**src/rtl/sap_controller.sv**
```systemverilog
// rtl/sap_controller.sv - SAP-1 control sequencer: T1-T6 ring counter and control-word decode
//
// Purpose: steps each instruction through a six-state ring (T1-T6) on the
// falling clock edge and decodes the 12-bit control word for the SAP datapath.
// Datapath registers sample on the rising edge, so each control word gets a
// half-cycle of setup.
//
// Ports:
//   clk          system clock; state changes on the falling edge
//   async_reset  asynchronous, active-high reset to RESET
//   run          1: ring counter advances; 0: state and control word hold
//   opcode[3:0]  upper nibble of IR; must be stable T4 through T6
//   con[11:0]    {Cp, Ep, Lm_n, CE_n, Li_n, Ei_n, La_n, Ea, Su, Eu, Lb_n, Lo_n}
//   t_state[5:0] one-hot ring state, bit 0 = T1; 0 in RESET and HALT
//   hlt          high while halted
module sap_controller (
  input  logic        clk,
  input  logic        async_reset,
  input  logic        run,
  input  logic [3:0]  opcode,
  output logic [11:0] con,
  output logic [5:0]  t_state,
  output logic        hlt
);

  typedef enum logic [2:0] {
    RESET = 3'd0,
    T1    = 3'd1,
    T2    = 3'd2,
    T3    = 3'd3,
    T4    = 3'd4,
    T5    = 3'd5,
    T6    = 3'd6,
    HALT  = 3'd7
  } state_t;

  localparam logic [3:0] OP_LDA = 4'b0000;
  localparam logic [3:0] OP_ADD = 4'b0001;
  localparam logic [3:0] OP_SUB = 4'b0010;
  localparam logic [3:0] OP_OUT = 4'b1110;
  localparam logic [3:0] OP_HLT = 4'b1111;

  // All strobes inactive: the active-low loads/enables held high.
  localparam logic [11:0] CON_IDLE    = 12'h3E3;
  localparam logic [11:0] CON_FETCH1  = 12'h5E3;  // Ep, Lm_n
  localparam logic [11:0] CON_FETCH2  = 12'hBE3;  // Cp
  localparam logic [11:0] CON_FETCH3  = 12'h263;  // CE_n, Li_n
  localparam logic [11:0] CON_IR_MAR  = 12'h1A3;  // Lm_n, Ei_n
  localparam logic [11:0] CON_RAM_A   = 12'h2C3;  // CE_n, La_n
  localparam logic [11:0] CON_RAM_B   = 12'h2E1;  // CE_n, Lb_n
  localparam logic [11:0] CON_ALU_A   = 12'h3C7;  // La_n, Eu
  localparam logic [11:0] CON_ALU_SUB = 12'h3CF;  // La_n, Eu, Su
  localparam logic [11:0] CON_A_OUT   = 12'h3F2;  // Ea, Lo_n

  state_t state;
  state_t next_state;

  // Asynchronous reset wins over any edge, so a release that coincides with a
  // falling edge leaves the state in RESET until the following falling edge.
  always_ff @(negedge clk or posedge async_reset) begin
    if (async_reset) begin
      state <= RESET;
    end else begin
      state <= next_state;
    end
  end

  always_comb begin
    next_state = state;
    if (run) begin
      case (state)
        RESET:   next_state = T1;
        T1:      next_state = T2;
        T2:      next_state = T3;
        T3:      next_state = T4;
        T4:      next_state = (opcode == OP_HLT) ? HALT : T5;
        T5:      next_state = T6;
        T6:      next_state = T1;
        HALT:    next_state = HALT;
        default: next_state = RESET;
      endcase
    end
  end

  // Control word is a pure function of state and opcode; holding the state
  // while run is low therefore holds the word as well.
  always_comb begin
    con     = CON_IDLE;
    t_state = 6'b000000;
    hlt     = 1'b0;
    case (state)
      T1: begin
        t_state = 6'b000001;
        con     = CON_FETCH1;
      end
      T2: begin
        t_state = 6'b000010;
        con     = CON_FETCH2;
      end
      T3: begin
        t_state = 6'b000100;
        con     = CON_FETCH3;
      end
      T4: begin
        t_state = 6'b001000;
        case (opcode)
          OP_LDA, OP_ADD, OP_SUB: con = CON_IR_MAR;
          OP_OUT:                 con = CON_A_OUT;
          default:                con = CON_IDLE;
        endcase
      end
      T5: begin
        t_state = 6'b010000;
        case (opcode)
          OP_LDA:         con = CON_RAM_A;
          OP_ADD, OP_SUB: con = CON_RAM_B;
          default:        con = CON_IDLE;
        endcase
      end
      T6: begin
        t_state = 6'b100000;
        case (opcode)
          OP_ADD:  con = CON_ALU_A;
          OP_SUB:  con = CON_ALU_SUB;
          default: con = CON_IDLE;
        endcase
      end
      HALT: begin
        hlt = 1'b1;
      end
      default: begin
        con = CON_IDLE;
      end
    endcase
  end

endmodule

```
**config.mk**
```make
export PLATFORM = sky130hd
export DESIGN_NAME = sap_controller
export DESIGN_NICKNAME = d
export VERILOG_FILES = /design/src/rtl/sap_controller.sv
export SDC_FILE = /design/constraint.sdc
export NUM_CORES = 1
export LEC_CHECK = 0
export CORE_AREA = 4 4 41 43
export DETAILED_ROUTE_END_ITERATION = 10
export DIE_AREA = 0 0 45 47
export DONT_BUFFER_PORTS = 1
export GPL_TIMING_DRIVEN = 0
export PLACE_DENSITY_LB_ADDON = 0.25
export SYNTH_ARGS = -nofsm -noshare
export SYNTH_HDL_FRONTEND = slang
export SYNTH_SLANG_ARGS = --single-unit
export TNS_END_PERCENT = 1
```
**constraint.sdc**
```tcl
create_clock -name clk -period 1.61 [get_ports clk]
set_clock_uncertainty 0.15 [all_clocks]
set_input_delay 0.483 -clock clk [delete_from_list [all_inputs] [get_ports clk]]
set_output_delay 0.483 -clock clk [all_outputs]
set_load 0.02 [all_outputs]
```
==> results.md, run 1 <==
- Counting instances, the worst hold path has a depth of 4.
- The HPWL after detailed placement is 693.9 µm.
- The timing startpoint of the critical path is state[0].
- The run finished, with violations left.
- After routing the design area is 573.1 µm².
- The clock net sink count is 3.
- The synthesized instance count is 46.
- Using the TritonRoute via totals, the vias-per-cell ratio works out to 5.042.
- The number of antenna violations at the first check in global routing is 0.
- The cell sitting at the root of the clock tree is a clkbuf_4.
- The width of the die is 45 µm.
- For this run, design rule violations remaining after detail routing come to 0.
- The number of inserted diodes is 0.
- In this run the power density over the cells is 2081 nW/µm².
- The number of global-route vias before repair came to 326.
- The worst stage delay on the critical path is 0.50 ns.
- The final layout net count is 65.
- The final-report max-slew violation count came to 0.
- The post-synthesis cell type count is 23.
- Synthesis inferred 3 register bits.
- The routed layout has 363 vias.
- STA classifies the critical path startpoint as a flop.
- The clock slew at the register clock pins of the worst setup and hold paths is 0.03 ns.
- The final worst hold slack is 0.5216 ns.
- The post-detailed-route count of antenna-violating nets is 0.
- During synthesis, Yosys emitted a total of 0 warnings.
- Together, buffers and inverters on the worst path number 1.
- The count of final setup violators is 20.
- At the worst endpoint, the arrival time is 2.36 ns.
- Dividing the detail-routed wire length by the instance count gives 13.76 µm.
- The startpoint of the worst hold path is state[1].
- In the final layout, the share of cells above drive strength 1 is 0.5614.
- After filler insertion, the fill cell instance count of the layout stands at 134.
- The full die area is 2115 µm².
- Entering global routing, the biggest net connects 11 pins.
- Summing all placed instances gives a cell area of 426.7 µm².
- The worst setup margin is -1.385 ns.
- Counting cells, the worst reg-to-reg path comes to 5.
- The cell family with the largest share of critical-path delay is simple AND/OR/NAND/NOR gates.
- The endpoint kind of the worst setup timing path is a primary output.
- The worst slew margin relative to its limit is 0.5963.
- The leakage power figure is 0.2204 nW.
- The overall power consumption is 1.192 mW.
- The highest ir drop seen on vdd is 730.1 µV.
- Row generation in the floorplan step produced 13 rows.
- The checks that failed: setup timing.
- The worst min-delay path category is reg -> reg.
- Setup repair after global routing could not meet its margin everywhere.
- The initial utilization of the core area, before any placement, comes to 0.2587.
- The number of top-level pins is 26.
- The worst path required time is 0.98 ns.
- Averaged over all synthesized cells, the footprint is 7.317 µm².
- At the pin with the least slew margin, the transition time is 0.6033 ns.
- The buffer depth of the longest clock path is 2.
- The residual overflow from global routing is 0.
- The number of levels the H-tree was split into is 1.
- The post-synthesis sequential area ratio is 0.2230.
- The area growth from synthesis to layout is 70.26%.
- Clock tree synthesis inserted a total of 3 buffers.
- The count of final hold-check violations came to 0.
- The signal on the critical path passes through clkbuf_8, nand3b_1, nor4_4, a31oi_4.
- The insertion delay to the later sink of the worst-skew pair is 0.25 ns.
- Port buffering added 0 buffers.
- Leaving out fill and tap cells, the most frequent cell in the layout is buf_4.
- The first-pass GRT wire length is 1497 µm.
- The floorplan die height is 47 µm.
- TritonCTS built the clock tree.
- The endpoint identified for the worst register-to-register timing path is state[1].
- The library cells used most frequently in the layout, excluding fill and tap cells, are buf_4, nand2_1, inv_1, dfrtn_1, clkbuf_4.
- Sorting the synthesized cells by area gives the leading types as dfrtn_1, nor4_2, a31oi_1, nand2_1, xnor2_1.
- The total iterations of the first detailed-routing run is 2.
- On the critical path, the stage with the largest delay is an instance of nor4_4.
- The top cell type's share of synthesized area is 0.2230.
- The setup check on the worst reg-to-reg path leaves a slack of 0.30 ns.
- Adding up every negative setup slack in the final design gives -22.88 ns.
- The setup path with the least slack is of type reg -> out.
- The largest fanout on the critical path is 5.
- The startpoint of the worst-slack reg-to-reg timing path is state[0].
- The leading area contributor after synthesis is dfrtn_1.
- The summed instance area of the synthesized netlist is 336.6 µm².
- The synthesized net count is 53.
- The total routing resource utilization after global routing is 0.1020.
- The tool flagged a number of max-cap violations equal to 0.
- The detailed router finished its first iteration with 3 violations.
- The region available for standard cell placement spans 1301 µm².
- The global placement routability congestion is 0.7367.
- The routed wire length is 991 µm.
-- cell families after synthesis --
| kind of cell | share of synthesized area |
|---|---|
| flip-flops | 0.2230 |
| buffers and inverters | 0.1264 |
| AO/OA/AOI/OAI | 0.08551 |
| AND/OR/NAND/NOR | 0.4833 |
| XOR/XNOR | 0.05205 |
| multiplexers | 0.02974 |
-- where the power goes --
group | internal [mW] | total [mW] | switching, mW
combinational | 0.385 | 0.919 | 0.534
clock | 0.0930 | 0.134 | 0.0407
sequential | 0.118 | 0.140 | 0.0218
total | 0.596 | 1.19 | 0.596
-- cell type report --
cell class,count,area (µm²),area share
Buffer,5,53.80,0.09389
Multi-Input combinational cell,34,329.1,0.5742
Tap cell,15,18.77,0.03275
Timing Repair Buffer,7,52.55,0.09170
Clock buffer,4,26.28,0.04585
Sequential cell,3,75.07,0.1310
Inverter,4,17.52,0.03057
-- how the worst max path moves through the flow --
stage                         to  cells after the start  slack, ns
after detailed placement  con[5]                      4      -1.24
after global routing      con[5]                      4      -1.44
after global placement    con[7]                      4      -1.24
after floorplan           con[5]                      4      -1.14
final                     con[5]                      4      -1.38
after CTS                 con[5]                      4      -1.40
-- worst reg2reg max path: stages (launching register included) --
cell and delay (ns):
dfrtn_1 0.32, clkbuf_8 0.14, buf_4 0.14, or2_0 0.21, a21oi_1 0.14, a21oi_1 0.05
-- stage by stage --
step,utilization,instances,worst slack [ns]
floorplan,-,46,-1.136
global placement,0.3279,61,-1.237
detailed placement,0.3279,61,-1.243
CTS,0.4337,72,-1.402
global route,0.4404,72,-1.438
finish,0.4404,72,-1.385
-- cells in the mapped netlist --
cell and number:
nor4_2 2, and3_1 1, dfrtn_1 3, nand2_1 5, a21oi_1 2, clkbuf_1 2, nand3b_1 2, nor3b_1 2
buf_2 1, nand3_1 2, inv_1 4, or2b_1 1, or4b_1 1, nand2_2 1, nor2_1 4, or2_0 1
nor4_1 1, buf_4 2, and3b_1 1, a31oi_1 3, mux2i_1 1, nand2b_1 2, xnor2_1 2
-- metal layers --
metal / track usage / vias up / routed length (µm)
met3: 0.04598 / 2 / 77
li1: - / 180 / -
met5: 0 / - / 0
met2: 0.1554 / 15 / 502
met4: 0.07018 / 0 / 11
met1: 0.1139 / 166 / 401
-- timing repair --
item | in CTS | in global routing
gates resized for setup | 15 | 2
endpoints found under the hold margin | 0 | 0
setup buffers | 7 | 0
hold buffers | 0 | 0
pin swaps | 3 | 0
setup endpoints to repair | 20 | 20
Power figures use the tool's default switching activity.
==> inputs of run 2 (changes only) <==
Settings changed: ABC_AREA from default to 1, CTS_BUF_LIST from default to sky130_fd_sc_hd__clkbuf_8.
==> results.md, run 2 <==
- Compared with the post-synthesis result, the final layout area differs by 50.19%.
- The final design utilization is 0.3856 (-0.05481).
- The post-detailed-route count of antenna-violating nets came to 0 (unchanged).
- The routed wire length is 822 µm (-17%).
- The number of maximum-capacitance constraint violations is 0 (unchanged).
- The overall power consumption is 1.013 mW (-15%).
- The buffer depth of the longest clock path was 2 (unchanged).
- The signal arrival time at the worst endpoint was 2.20 ns (-0.16 ns).
- The element type at the critical path start is a flop.
- The global placement routability congestion came to 0.7068 (-4.1%).
- The placed cell area is 391.6 µm² (-8.2%).
- The total power divided by cell area is 2020 nW/µm² (-2.9%).
- The initial core utilization was 0.2567 (-0.001924).
- The clock slew at the register clock pins of the worst setup and hold paths is 0.03 ns (about the same).
- The synthesized instance count is 60 (+30%).
- The most common cell in the synthesized netlist is nor2_1.
- The summed instance area of the synthesized netlist is 334.1 µm² (-0.74%).
- The worst slew margin relative to its limit is 0.7383 (+0.1420).
- The post-synthesis sequential area ratio came to 0.2247 (+0.001671).
- The post-synthesis cell type count is 15 (-35%).
- The number of inserted diodes is 0 (unchanged).
- The final layout net count was 75 (+15%).
- The number of levels the H-tree was split into is 1 (unchanged).
- The worst setup path is of the reg -> out kind.
- The number of buffers created by CTS came to 3 (unchanged).
- The warning count from the yosys run is 0 (unchanged).
- The end of the worst register-to-register path is state[1].
- The quantity of I/O buffers inserted on ports is 0 (unchanged).
- The largest fanout on the critical path is 5 (unchanged).
- The number of flops mapped to enable cells by yosys is 0 (unchanged).
- The via density per instance is 4.476 (-11%).
- The final-report max-slew violation count is 0 (unchanged).
- The top cell types in the final layout, fill and taps aside, are nor2_1, inv_1, nand2_1, inv_2, nand3_1.
- The wire length per cell after detailed routing was 10.02 µm (-27%).
- The number of rows in the core area was 13 (unchanged).
- The synthesized net count is 67 (+26%).
- The width of the die is 45 µm (unchanged).
- The total routing resource utilization after global routing came to 0.09407 (-0.007905).
- The depth of the worst register-to-register path came to 5 (unchanged).
- The count of final setup violators is 20 (unchanged).
- The path class of the tightest hold or removal check is reg -> reg.
- In the post-synthesis netlist, the biggest area contributors are dfrtn_1, nor2_1, inv_1, nand3_1, nand2_1.
- The HPWL after detailed placement is 697.1 µm (+0.46%).
- The average size of a mapped cell came to 5.568 µm² (-24%).
- The number of global-route vias before repair is 329 (+0.92%).
- The worst setup path is captured at a primary output.
- The count of placed standard cells including taps is 75 (+23%).
- The tree is rooted in a clkbuf_8.
- The worst-margin pin slew is 0.3911 ns (-0.2122 ns).
- The TritonCTS clock tree is yes.
- The highest ir drop seen on vdd is 945.1 µV (+29%).
- The pin count of the biggest net entering global routing is 8 (-3).
- The leakage power figure is 0.2449 nW (+11%).
- Setup repair after global routing could not meet its margin everywhere.
- The count of final hold-check violations is 0 (unchanged).
- The filler-free cell count of the finished design is 82 (+14%).
- The startpoint of the worst-slack reg-to-reg timing path is state[0].
- The number of synthesized register bits came to 3 (unchanged).
- The top cell type's share of synthesized area is 0.2247 (+0.001671).
- The proportion of register bits with asynchronous set or reset after synthesis is 1.000 (unchanged).
- The worst reg-to-reg setup slack came to 0.34 ns (+0.04 ns).
- The number of inserted filler cells in the final layout came to 142 (+6.0%).
- The number of stages on the worst hold path is 2 (-2).
- The full die area came to 2115 µm² (unchanged).
- The standard cell core area is 1301 µm² (unchanged).
- The leading cell type in the layout, fill and taps excluded is nor2_1.
- The quantity of hold-fixing buffers added after cts is 0 (unchanged).
- The number of top-level pins is 26 (unchanged).
- The post-route cell area is 501.7 µm² (-12%).
- The most used flip-flop cell after synthesis is dfrtn_1.
- The clock net sink count is 3 (unchanged).
- The worst path required time is 0.98 ns (about the same).
- After synthesis, the most frequently instantiated cells are nor2_1, inv_1, nand2_1.
- The remaining design rule violation count is 0 (unchanged).
- The worst setup margin came to -1.223 ns (+0.1618 ns).
- The number of violations reported at the end of detailed-routing iteration 0 is 0 (-3).
- The number of antenna violations at the first check in global routing came to 0 (unchanged).
- The first-pass GRT wire length is 1359 µm (-9.2%).
- The checks that failed: setup timing.
- The floorplan die height was 47 µm (unchanged).
- The insertion delay to the later sink of the worst-skew pair is 0.24 ns (about the same).
- The leading area contributor after synthesis is dfrtn_1.
- The total iterations of the first detailed-routing run is 1 (-1).
- The total via count after detailed routing was 367 (+1.1%).
- The proportion of layout cells with a drive suffix above 1 is 0.4478 (-0.1136).
- The flow ran to the end, but the final reports show violations.
- The residual overflow from global routing was 0 (unchanged).
- The setup TNS is -20.41 ns (+2.472 ns).
==> run 2: cell types whose count changed in the layout (fill, tap and decap cells not counted), moves of 3 or more <==
cell,previous run,this run
inv_1,3,8
nand2_1,4,8
inv_2,0,6
nor2_1,2,9
clkbuf_4,3,0
buf_4,9,4
nand3_1,1,6
==> run 2: final cells by class <==
type                            instances  area (µm²)  share of cell area
Inverter                               15       61.31              0.1222
Clock buffer                            3       41.29             0.08229
Buffer                                  3       30.03             0.05985
Tap cell                               15       18.77             0.03741
Multi-Input combinational cell         39       249.0              0.4963
Timing Repair Buffer                    3       22.52             0.04489
Sequential cell                         3       75.07              0.1496
Clock inverter                          1       3.754            0.007481
==> run 2: stage by stage <==
step | hold slack, ns | setup WS (ns)
CTS | 0.4446 | -1.240
global route | 0.5380 | -1.295
detailed placement | 0.4373 | -1.043
global placement | 0.4050 | -1.049
floorplan | 0.3811 | -0.9591
finish | 0.5056 | -1.223
==> run 2: power breakdown <==
part	internal, mW	total (mW)	switching (mW)
combinational	0.202	0.635	0.433
clock	0.162	0.209	0.0470
sequential	0.115	0.169	0.0543
==> run 2: critical path: stages (launching register included) <==
cell     delay (ns)
dfrtn_1        0.51
nand2_4        0.09
nor2_4         0.18
inv_2          0.07
a21oi_4        0.23
nor2_4         0.08
==> run 2: how the worst max path moves through the flow <==
stage               slack (ns)  cells after the start         end
global placement         -1.05                      3  t_state[0]
CTS                      -1.24                      4      con[3]
detailed placement       -1.04                      3  t_state[0]
global route             -1.29                      5      con[5]
finish                   -1.22                      5      con[5]
floorplan                -0.96                      6      con[5]
==> run 2: logic make-up (layout without fill, tap and decap cells) <==
kind of cell / after synthesis / after routing / synth area share
AOI/OAI and AO/OA: 6 / 6 / 0.1124
buffers and inverters: 18 / 25 / 0.2472
DFF: 3 / 3 / 0.2247
and+or+nand+nor: 33 / 33 / 0.4158
==> run 2: per-layer routing <==
metal  global-route usage  up-vias  wire length (µm)
li1                     -      195                 -
met1               0.1048      148               328
met2               0.1299       20               369
met3              0.05747        4               106
met4              0.07018        0                19
met5                    0        -                 0
==> run 2: what timing repair did <==
item / CTS / global route
buffers inserted: 2 / 1
pin swaps: 3 / 0
gates resized for setup: 11 / 5
endpoints found under the setup margin: 20 / 20
